--- config.mk ---
export PLATFORM = sky130hd
export DESIGN_NAME = alu_reservation_station
export DESIGN_NICKNAME = d
export VERILOG_FILES = /design/src/rtl/cpu_pkg.sv /design/src/rtl/rs_src_operand.sv /design/src/rtl/alu_reservation_station.sv
export SDC_FILE = /design/constraint.sdc
export NUM_CORES = 1
export LEC_CHECK = 0
export ABC_AREA = 1
export CAP_MARGIN = 5
export CORE_ASPECT_RATIO = 1.2
export CORE_UTILIZATION = 30
export DETAILED_ROUTE_END_ITERATION = 8
export GPL_ROUTABILITY_DRIVEN = 0
export GPL_TIMING_DRIVEN = 0
export PLACE_DENSITY = 0.51
export RECOVER_POWER = 25
export SYNTH_ARGS = -nofsm -noshare
export SYNTH_HDL_FRONTEND = slang
export SYNTH_HIERARCHICAL = 1
export SYNTH_SLANG_ARGS = --single-unit
--- constraint.sdc ---
create_clock -name clk -period 4.7 [get_ports clk]
set_input_delay 0.94 -clock clk [delete_from_list [all_inputs] [get_ports clk]]
set_output_delay 0.94 -clock clk [all_outputs]
set_load 0.01 [all_outputs]
--- src/rtl/cpu_pkg.sv ---
// Shared CPU definitions: ALU control encodings, default tag/data widths and
// the reservation-station entry layout.
package cpu_pkg;

  localparam logic [3:0] ALU_ADD   = 4'b0010;
  localparam logic [3:0] ALU_SUB   = 4'b0110;
  localparam logic [3:0] ALU_OR    = 4'b0001;
  localparam logic [3:0] ALU_XOR   = 4'b0011;
  localparam logic [3:0] ALU_SRA   = 4'b0111;
  localparam logic [3:0] ALU_PASSB = 4'b1000;

  localparam int TAG_W  = 6;
  localparam int DATA_W = 32;

  typedef struct packed {
    logic              rdy;
    logic [TAG_W-1:0]  tag;
    logic [DATA_W-1:0] val;
  } rs_src_t;

  typedef struct packed {
    logic             valid;
    logic [3:0]       alu_ctrl;
    logic [TAG_W-1:0] dst_tag;
    rs_src_t          src1;
    rs_src_t          src2;
  } rs_entry_t;

endpackage

--- src/rtl/rs_src_operand.sv ---
// Per-source CDB snoop: a waiting source whose tag matches a valid broadcast
// becomes ready and takes the broadcast value. Purely combinational.
module rs_src_operand #(
  parameter int TAG_W  = 6,
  parameter int DATA_W = 32
) (
  input  logic              cdb_valid_i,
  input  logic [TAG_W-1:0]  cdb_tag_i,
  input  logic [DATA_W-1:0] cdb_value_i,
  input  logic              rdy_i,
  input  logic [TAG_W-1:0]  tag_i,
  input  logic [DATA_W-1:0] val_i,
  output logic              rdy_o,
  output logic [DATA_W-1:0] val_o
);

  logic hit;

  assign hit   = !rdy_i && cdb_valid_i && (cdb_tag_i == tag_i);
  assign rdy_o = rdy_i || hit;
  assign val_o = hit ? cdb_value_i : val_i;

endmodule

--- src/rtl/alu_reservation_station.sv ---
// ALU reservation station: collapsing age-ordered queue that captures CDB results
// and issues the oldest entry with both operands ready over valid/ready.
module alu_reservation_station #(
  parameter int NUM_ENTRIES = 4,
  parameter int TAG_W       = cpu_pkg::TAG_W,
  parameter int DATA_W      = cpu_pkg::DATA_W
) (
  input  logic              clk,
  input  logic              rst_n,
  input  logic              flush,
  input  logic              disp_valid,
  output logic              disp_ready,
  input  logic [3:0]        disp_alu_ctrl,
  input  logic [TAG_W-1:0]  disp_dst_tag,
  input  logic              disp_src1_rdy,
  input  logic [TAG_W-1:0]  disp_src1_tag,
  input  logic [DATA_W-1:0] disp_src1_val,
  input  logic              disp_src2_rdy,
  input  logic [TAG_W-1:0]  disp_src2_tag,
  input  logic [DATA_W-1:0] disp_src2_val,
  input  logic              cdb_valid,
  input  logic [TAG_W-1:0]  cdb_tag,
  input  logic [DATA_W-1:0] cdb_value,
  output logic              issue_valid,
  input  logic              issue_ready,
  output logic [DATA_W-1:0] issue_a,
  output logic [DATA_W-1:0] issue_b,
  output logic [3:0]        issue_alu_ctrl,
  output logic [TAG_W-1:0]  issue_dst_tag
);
  import cpu_pkg::*;

  localparam int CNT_W = $clog2(NUM_ENTRIES + 1);
  localparam int IDX_W = $clog2(NUM_ENTRIES);

  rs_entry_t        ent_q [NUM_ENTRIES];
  rs_entry_t        ent_d [NUM_ENTRIES];
  rs_entry_t        woken [NUM_ENTRIES];
  rs_entry_t        disp_ent;
  logic [CNT_W-1:0] count_q, count_d, cnt_after;

  logic              s1_rdy [NUM_ENTRIES];
  logic              s2_rdy [NUM_ENTRIES];
  logic [DATA_W-1:0] s1_val [NUM_ENTRIES];
  logic [DATA_W-1:0] s2_val [NUM_ENTRIES];
  logic              d1_rdy, d2_rdy;
  logic [DATA_W-1:0] d1_val, d2_val;

  logic             sel_found;
  logic [IDX_W-1:0] sel_idx;
  logic             issue_fire, disp_fire;

  for (genvar g = 0; g < NUM_ENTRIES; g++) begin : g_wake
    rs_src_operand #(.TAG_W(TAG_W), .DATA_W(DATA_W)) u_src1 (
      .cdb_valid_i(cdb_valid), .cdb_tag_i(cdb_tag), .cdb_value_i(cdb_value),
      .rdy_i(ent_q[g].src1.rdy), .tag_i(ent_q[g].src1.tag), .val_i(ent_q[g].src1.val),
      .rdy_o(s1_rdy[g]), .val_o(s1_val[g]));
    rs_src_operand #(.TAG_W(TAG_W), .DATA_W(DATA_W)) u_src2 (
      .cdb_valid_i(cdb_valid), .cdb_tag_i(cdb_tag), .cdb_value_i(cdb_value),
      .rdy_i(ent_q[g].src2.rdy), .tag_i(ent_q[g].src2.tag), .val_i(ent_q[g].src2.val),
      .rdy_o(s2_rdy[g]), .val_o(s2_val[g]));
  end

  rs_src_operand #(.TAG_W(TAG_W), .DATA_W(DATA_W)) u_disp_src1 (
    .cdb_valid_i(cdb_valid), .cdb_tag_i(cdb_tag), .cdb_value_i(cdb_value),
    .rdy_i(disp_src1_rdy), .tag_i(disp_src1_tag), .val_i(disp_src1_val),
    .rdy_o(d1_rdy), .val_o(d1_val));
  rs_src_operand #(.TAG_W(TAG_W), .DATA_W(DATA_W)) u_disp_src2 (
    .cdb_valid_i(cdb_valid), .cdb_tag_i(cdb_tag), .cdb_value_i(cdb_value),
    .rdy_i(disp_src2_rdy), .tag_i(disp_src2_tag), .val_i(disp_src2_val),
    .rdy_o(d2_rdy), .val_o(d2_val));

  // Select looks only at registered state, so a CDB hit never reaches issue in the same cycle.
  always_comb begin
    sel_found = 1'b0;
    sel_idx   = '0;
    for (int i = 0; i < NUM_ENTRIES; i++) begin
      if (!sel_found && ent_q[i].valid && ent_q[i].src1.rdy && ent_q[i].src2.rdy) begin
        sel_found = 1'b1;
        sel_idx   = IDX_W'(i);
      end
    end
  end

  assign issue_valid    = sel_found;
  assign issue_a        = sel_found ? ent_q[sel_idx].src1.val : '0;
  assign issue_b        = sel_found ? ent_q[sel_idx].src2.val : '0;
  assign issue_alu_ctrl = sel_found ? ent_q[sel_idx].alu_ctrl : '0;
  assign issue_dst_tag  = sel_found ? ent_q[sel_idx].dst_tag  : '0;

  assign disp_ready = (count_q < CNT_W'(NUM_ENTRIES)) && !flush;
  assign issue_fire = issue_valid && issue_ready;
  assign disp_fire  = disp_valid && disp_ready;

  always_comb begin
    disp_ent          = '0;
    disp_ent.valid    = 1'b1;
    disp_ent.alu_ctrl = disp_alu_ctrl;
    disp_ent.dst_tag  = disp_dst_tag;
    disp_ent.src1     = '{rdy: d1_rdy, tag: disp_src1_tag, val: d1_val};
    disp_ent.src2     = '{rdy: d2_rdy, tag: disp_src2_tag, val: d2_val};
  end

  always_comb begin
    for (int i = 0; i < NUM_ENTRIES; i++) begin
      woken[i]          = ent_q[i];
      woken[i].src1.rdy = s1_rdy[i];
      woken[i].src1.val = s1_val[i];
      woken[i].src2.rdy = s2_rdy[i];
      woken[i].src2.val = s2_val[i];
    end
  end

  // Collapse first, then append the dispatched op at the post-collapse tail.
  always_comb begin
    ent_d     = woken;
    cnt_after = count_q - CNT_W'(issue_fire);
    if (issue_fire) begin
      for (int i = 0; i < NUM_ENTRIES - 1; i++) begin
        if (i >= int'(sel_idx)) ent_d[i] = woken[i+1];
      end
      ent_d[NUM_ENTRIES-1] = '0;
    end
    if (disp_fire) begin
      for (int i = 0; i < NUM_ENTRIES; i++) begin
        if (i == int'(cnt_after)) ent_d[i] = disp_ent;
      end
    end
    count_d = cnt_after + CNT_W'(disp_fire);
    if (flush) begin
      for (int i = 0; i < NUM_ENTRIES; i++) ent_d[i].valid = 1'b0;
      count_d = '0;
    end
  end

  always_ff @(posedge clk or negedge rst_n) begin
    if (!rst_n) begin
      for (int i = 0; i < NUM_ENTRIES; i++) ent_q[i] <= '0;
      count_q <= '0;
    end else begin
      ent_q   <= ent_d;
      count_q <= count_d;
    end
  end

endmodule

==> flow_metrics.tcl, run 1 <==
set metrics [dict create \
    status "complete, but fails checks" \
    violations "capacitance limit, slew limit" \
    worstRegToRegCells 13 \
    regToRegEndpoint "ent_q[72]$_DFF_PN0_" \
    wire_length_of_the_first_global_routing_pass_um 209000 \
    async_reset_ff_share_pct 100 \
    dpl_hpwl_um 106000 \
    grt_antenna_before_repair 3 \
    final_common_cell "sky130_fd_sc_hd__nand2_1" \
    io-pin-count 208 \
    clock_skew_ps 15.2 \
    timing.critical_path.slowest_cell_delay_ps 630 \
    final_hold_viol_count 0 \
    mappedNetlistNets 4693 \
    syn-mean-instance-area_um2 6.18 \
    htreeDepth 2 \
    timing.final.crit_share_pct 99.2 \
    fp.coreArea_um2 92700 \
    rsz_0062_raised_after_global_routing "no" \
    critical_path_arrival_ps 3720 \
    timing_max_transition_violations_final 181 \
    dpl-instance-area_um2 31900 \
    critical_path.most_common_cell "sky130_fd_sc_hd__nand2_1" \
    number_of_flops_mapped_to_enable_cells_by_yosys 0 \
    port_buffers 206 \
    timing.critical_path.to_type "output port" \
    worstHoldPathCells 4 \
    worst_path_dominant_cell_family "buffers and inverters" \
    timing.setup.critical_path_class "reg -> out" \
    layout.cells.most_common_list "sky130_fd_sc_hd__nand2_1 (1842), sky130_fd_sc_hd__inv_1 (558), sky130_fd_sc_hd__nand4_1 (409)" \
    worst_slew_pin_slew_ps 2320 \
    timing.critical_path.from_type "flop" \
    layout_min_cycle_time_ps 4660 \
    worstHoldEndpoint "ent_q[302]$_DFF_PN0_" \
    n_fill_cell 10435 \
    cts_post_setup_buffers_inserted 0 \
    hold_class "reg -> reg" \
    drive_above_1_share_pct 7.64 \
    cts.sinks 359 \
    crit_path_cell_trace "nand3_1, nand2_1, nand2_1, nand2_1, clkbuf_4, clkbuf_2, o211ai_1, a21oi_1, clkdlybuf4s50_1" \
    max-slew-margin-rel_pct -55.0 \
    routed-via-count 33100 \
    mappedNetlistArea_um2 28200 \
    grt_max_degree 102 \
    route.detailed.wl_per_inst_um 23.9 \
    power.ir.vdd_worst_mv 0.311 \
    clk-insertion-delay-late_ps 620 \
    final-setup-viol-count 0 \
    worst_path_required_ps 3760 \
    maxCapViolCount 1 \
    root_buffer "sky130_fd_sc_hd__clkbuf_16" \
    die_area_um2 95200 \
    initial_utilization_pct 30.4 \
    critPathBufInv 3 \
    post-route-drc-count 0 \
    num-nets-final 4950 \
    detail_route.first_pass.iterations 6 \
    area_growth_pct 18.6 \
    routed_via_density 5.43 \
    fin_cells 6099 \
    yosysUniqueCellTypes 29 \
    p_total_mw 17.8 \
    finalCoreUtilization_pct 36.1 \
    syn_inst 4560 \
    crit_path_top_delay_cell "sky130_fd_sc_hd__clkdlybuf4s50_1" \
    hold_path_startpoint "ent_q[302]$_DFF_PN0_" \
    drt_iter0_markers 3419 \
    leakagePower_nw 17.8 \
    die_y_um 338 \
    power.density_cell_area_nw_per_um2 533 \
    number_of_synthesized_register_bits 359 \
    placed_cells 6009 \
    synth-main-ff-cell "sky130_fd_sc_hd__dfrtp_1" \
    fmax_mhz 214 \
    cts_tree "done" \
    clk_transition_reported_paths_ps 60 \
    seq_area_frac_synth_pct 31.9 \
    synthesis_warnings 6 \
    regToRegSetupSlack_ps 380 \
    post-route-cell-area_um2 33400 \
    grt_pass1_vias 31044 \
    number_of_rows_in_the_core_area 122 \
    detail-route-antenna-nets 0 \
    numCtsBuffers 46 \
    regToRegStartpoint "ent_q[305]$_DFF_PN0_" \
    drt_wl_total_um 146000 \
    ctsLongestPathBuffers 3 \
    globalRouteTotalUtil_pct 30.1 \
    gr-total-overflow 0 \
    die_width_um 282 \
    cp_max_fo 10 \
]
[cell type report]
cell class              count  area, um2  share of cell area [%]
repair buffers            209       2100                    6.28
plain buffers             365       1870                    5.59
inverters                 585       2200                    6.57
diodes                      4       10.0                  0.0299
well taps                1240       1550                    4.64
clock inverters            12        114                   0.340
flip-flops and latches    359       8980                    26.9
multi-input cells        3251      15200                    45.6
clock buffers              74       1380                    4.13
[worst register-to-register path: stages, from the launching register on]
cell	delay (ps)
sky130_fd_sc_hd__dfrtp_1	410
sky130_fd_sc_hd__nand3_2	240
sky130_fd_sc_hd__nand2_4	320
sky130_fd_sc_hd__inv_2	70
sky130_fd_sc_hd__nand2_2	100
sky130_fd_sc_hd__nand3_2	110
sky130_fd_sc_hd__inv_1	110
sky130_fd_sc_hd__ha_1	270
sky130_fd_sc_hd__nor2_2	1010
sky130_fd_sc_hd__nand4_2	700
sky130_fd_sc_hd__buf_2	470
sky130_fd_sc_hd__buf_2	270
sky130_fd_sc_hd__nand2_1	100
sky130_fd_sc_hd__nand2_1	50
[per-layer routing]
layer	up-vias	wire, um	global-route usage (%)
met5	-	13	0
met1	15745	59100	39.2
met3	389	12000	4.11
met2	1700	64700	47.1
li1	15264	-	-
met4	2	9800	18.6
[power breakdown]
part | internal [mW] | total, mW | switching, mW
sequential | 4.45 | 5.29 | 0.839
combinational | 2.88 | 8.84 | 5.96
clock | 2.12 | 3.69 | 1.58
total | 9.44 | 17.8 | 8.38
[synth_stat cells (22+ instances only)]
| cell type | count | area, um2 |
|---|---|---|
| sky130_fd_sc_hd__nor2_1 | 26 | 97.6 |
| sky130_fd_sc_hd__buf_2 | 141 | 706 |
| sky130_fd_sc_hd__o21ai_0 | 165 | 826 |
| sky130_fd_sc_hd__nand3b_1 | 74 | 556 |
| sky130_fd_sc_hd__o211ai_1 | 74 | 556 |
| sky130_fd_sc_hd__a21oi_1 | 166 | 831 |
| sky130_fd_sc_hd__dfrtp_1 | 359 | 8980 |
| sky130_fd_sc_hd__nand3_1 | 263 | 1320 |
| sky130_fd_sc_hd__clkbuf_1 | 162 | 608 |
| sky130_fd_sc_hd__inv_1 | 558 | 2090 |
| sky130_fd_sc_hd__nand4_1 | 409 | 2560 |
| sky130_fd_sc_hd__nor2_4 | 30 | 338 |
| sky130_fd_sc_hd__buf_1 | 22 | 82.6 |
| sky130_fd_sc_hd__buf_6 | 31 | 349 |
| sky130_fd_sc_hd__nand2_1 | 1842 | 6910 |
| sky130_fd_sc_hd__o21ai_1 | 171 | 856 |
[state kept, by name, summed over array words and instances, names as in the netlist]
name,cells
count_q,3
ent_q,356
[what timing repair did]
item / 4_1_cts / 5_1_grt
setup endpoints to repair: 74 / 38
hold buffers: 0 / 0
cloned: 0 / 0
gates resized for setup: 38 / 24
[worst max path at each step]
stage	to	from	cells past startpoint
2_1_floorplan	ent_q[267]$_DFF_PN0_	issue_ready	11
4_1_cts	issue_b[18]	ent_q[355]$_DFF_PN0_	10
5_1_grt	issue_alu_ctrl[3]	ent_q[127]$_DFF_PN0_	9
3_3_place_gp	ent_q[53]$_DFF_PN0_	rst_n	1
6_report	issue_alu_ctrl[3]	ent_q[127]$_DFF_PN0_	9
3_5_place_dp	issue_b[29]	ent_q[305]$_DFF_PN0_	8
[metrics by stage]
| step | hold WS, ps | setup WS (ps) | setup TNS (ps) |
|---|---|---|---|
| floorplan | 532 | 1950 | 0 |
| global placement | 567 | -15640 | -5584130 |
| detailed placement | 569 | -140 | -616 |
| CTS | 351 | 0.237 | 0 |
| global route | 627 | 6.55 | 0 |
| finish | 585 | 35.4 | 0 |
[cells by family (layout without fill, tap and decap cells)]
| kind of cell | count (synthesis) | in the layout | share of synthesized area (%) |
|---|---|---|---|
| buf+inv | 950 | 1245 | 14.2 |
| simple gates | 2673 | 2673 | 42.9 |
| mux | 1 | 1 | 0.0355 |
| other cells | 0 | 4 | 0 |
| fa+ha+maj | 1 | 1 | 0.0444 |
| flops | 359 | 359 | 31.9 |
| compound gates | 576 | 576 | 10.9 |
Note: power is estimated with default switching activity, not from simulation.
==> inputs of run 2 (changes only) <==
--- a/config.mk
+++ b/config.mk
@@ -7,13 +7,16 @@
 export LEC_CHECK = 0
 export ABC_AREA = 1
 export CAP_MARGIN = 5
+export CELL_PAD_IN_SITES_DETAIL_PLACEMENT = 0
+export CELL_PAD_IN_SITES_GLOBAL_PLACEMENT = 1
 export CORE_ASPECT_RATIO = 1.2
 export CORE_UTILIZATION = 30
 export DETAILED_ROUTE_END_ITERATION = 8
 export GPL_ROUTABILITY_DRIVEN = 0
 export GPL_TIMING_DRIVEN = 0
-export PLACE_DENSITY = 0.51
+export PLACE_DENSITY = 0.66
 export RECOVER_POWER = 25
+export SETUP_SLACK_MARGIN = 0.02
 export SYNTH_ARGS = -nofsm -noshare
 export SYNTH_HDL_FRONTEND = slang
 export SYNTH_HIERARCHICAL = 1
==> run 2 against run 1 <==
Against the previous run: the flow finishes with violations (capacitance limit, slew limit, setup timing); cell area increased by 0.73%; combinational power increased by 2%; hold slack improved by 4.3 ps; largest power group unchanged; critical path depth increased by 1; worst setup slack got worse by 86 ps; critical path type unchanged; total power increased by 3.4%; global-route usage increased by 2.1 points.
==> flow_metrics.tcl, run 2 (synthesis gave the netlist of run 1 again) <==
set metrics [dict create \
    grt-busiest-layer "met2" \
    status "complete, but fails checks" \
    globalRouteTotalUtil_pct 32.2 \
    grt_pass1_vias 31905 \
    io-pin-count 208 \
    leakagePower_nw 17.9 \
    maxCapViolCount 1 \
    grt_antenna_before_repair 4 \
    num-nets-final 4952 \
    power.ir.vdd_worst_mv 0.271 \
    wire_length_of_the_first_global_routing_pass_um 221000 \
    timing.hold.ws_ps 589 \
    dpl_hpwl_um 111000 \
    post-route-drc-count 0 \
    pwr-share-clk_pct 22.4 \
    layout_min_cycle_time_ps 4750 \
    grt_max_degree 102 \
    clk_transition_reported_paths_ps 60 \
    critical_path_arrival_ps 3810 \
    fmax_mhz 210 \
    drt_wl_total_um 155000 \
    layout.cells.most_common_list "sky130_fd_sc_hd__nand2_1 (1842), sky130_fd_sc_hd__inv_1 (558), sky130_fd_sc_hd__nand4_1 (409)" \
    seq_power_share_pct 28.8 \
    htreeDepth 2 \
    final-setup-viol-count 2 \
    detail_route.first_pass.iterations 8 \
    sw_share_pct 46.8 \
    gr-total-overflow 0 \
    rsz_0062_raised_after_global_routing "yes" \
    max-slew-margin-rel_pct -137 \
    cts.sinks 359 \
    timing_max_transition_violations_final 69 \
    routed-via-count 32980 \
    dpl-instance-area_um2 31900 \
    use_met1_pct 41.9 \
    comb_power_share_pct 48.9 \
    largest_register_ff_count 356 \
    worst_path_required_ps 3760 \
    internal_power_mw 9.81 \
    cts_tree "done" \
    final_hold_viol_count 0 \
    root_buffer "sky130_fd_sc_hd__clkbuf_16" \
    hold_class "reg -> reg" \
    routed_via_density 5.41 \
    top_regs "ent_q x356, count_q x3" \
    final_common_cell "sky130_fd_sc_hd__nand2_1" \
    cp_max_fo 10 \
    grtUsageMet2_pct 49.1 \
    initial_utilization_pct 30.4 \
    area_growth_pct 19.5 \
    die_width_um 282 \
    timing.setup.critical_path_class "reg -> out" \
    numCtsBuffers 47 \
    clk-insertion-delay-late_ps 630 \
    number_of_rows_in_the_core_area 122 \
    timing.final.crit_share_pct 101 \
    route.detailed.wl_per_inst_um 25.4 \
    pre_cts_ws_ps -381 \
    timing.critical_path.to_type "output port" \
    violations "capacitance limit, slew limit, setup timing" \
    detail-route-antenna-nets 0 \
    n_fill_cell 10518 \
    max_flop_register "ent_q" \
    ctsLongestPathBuffers 3 \
    power.switching_mw 8.63 \
    timing.critical_path.from_type "flop" \
    fp.coreArea_um2 92700 \
    drt_iter0_markers 3774 \
    setup_slack_ps -50.9 \
    die_area_um2 95200 \
    power.density_cell_area_nw_per_um2 547 \
    worst_slew_pin_slew_ps 3560 \
    port_buffers 206 \
    post-route-cell-area_um2 33700 \
    die_y_um 338 \
    gr-usage-met3_pct 6.00 \
    drive_above_1_share_pct 7.72 \
    clock_skew_ps 20.8 \
]
run 2: cell types whose count changed in the layout (fill, tap and decap cells not counted), sizes merged:
cell          delta
buf              +6
dlymetal6s4s     +1
clkbuf          -14
clkinvlp         +1
bufinv           +6
diode            -2
run 2: what timing repair did:
item / CTS / global route
endpoints found under the hold margin: 0 / 0
endpoints found under the setup margin: 74 / 30
buffers inserted: 0 / 0
resized for setup: 42 / 15
hold buffers: 0 / 0
run 2: worst paths after layout:
kind,start,to,slack (ps),cells after the start
max in group asynchronous,rst_n,ent_q[61]$_DFF_PN0_,730,2
worst min register to register,ent_q[346]$_DFF_PN0_,ent_q[346]$_DFF_PN0_,590,4
min in group asynchronous,rst_n,ent_q[93]$_DFF_PN0_,1610,1
worst max register to register,ent_q[355]$_DFF_PN0_,ent_q[70]$_DFF_PN0_,530,14
worst min-delay path,ent_q[346]$_DFF_PN0_,ent_q[346]$_DFF_PN0_,590,4
worst max-delay path,ent_q[355]$_DFF_PN0_,issue_b[17],-50,10
run 2: worst max-delay path, cell delays in order, from the launching register on:
cell                              delay (ps)
sky130_fd_sc_hd__dfrtp_1                 430
sky130_fd_sc_hd__nand3_2                 210
sky130_fd_sc_hd__nand2_4                 300
sky130_fd_sc_hd__inv_2                    60
sky130_fd_sc_hd__nand2_2                 130
sky130_fd_sc_hd__buf_6                   270
sky130_fd_sc_hd__inv_1                    80
sky130_fd_sc_hd__clkbuf_4                290
sky130_fd_sc_hd__clkbuf_2                370
sky130_fd_sc_hd__a21oi_1                 390
sky130_fd_sc_hd__clkdlybuf4s50_1         630
run 2: final cells by class:
class / instances / area, um2 / share of cell area [%]
Multi-Input combinational cell: 3251 / 15200 / 45.2
Sequential cell: 359 / 8980 / 26.7
Inverter: 585 / 2200 / 6.52
Timing Repair Buffer: 210 / 2160 / 6.41
Buffer: 365 / 1870 / 5.56
Tap cell: 1240 / 1550 / 4.61
Clock buffer: 66 / 1380 / 4.10
Clock inverter: 19 / 298 / 0.884
Antenna cell: 2 / 5.00 / 0.0149
run 2: metrics by stage:
step	setup TNS, ps	util (%)	total power [mW]	std cells
6_report	-71.1	36.4	18.4	6097
5_1_grt	-30.2	36.3	19.7	6095
4_1_cts	0	36.3	18.3	6095
3_5_place_dp	-4760	34.4	14.1	6010
3_3_place_gp	-5674890	34.3	14.0	6006
2_1_floorplan	0	-	10.9	4560
run 2: metal layers:
layer	wire, um	up-vias
met2	67200	1633
met3	13100	425
li1	-	15253
met1	63700	15665
met4	11000	4
met5	24	-
run 2: power by group through the flow:
stage | Sequential [mW] | Combinational [mW] | Clock, mW
floorplan | 5.04 | 5.90 | 0
global placement | 5.34 | 8.69 | 0
detailed placement | 5.34 | 8.75 | 0
CTS | 5.29 | 8.82 | 4.15
global route | 5.47 | 10.0 | 4.23
finish | 5.31 | 9.01 | 4.12
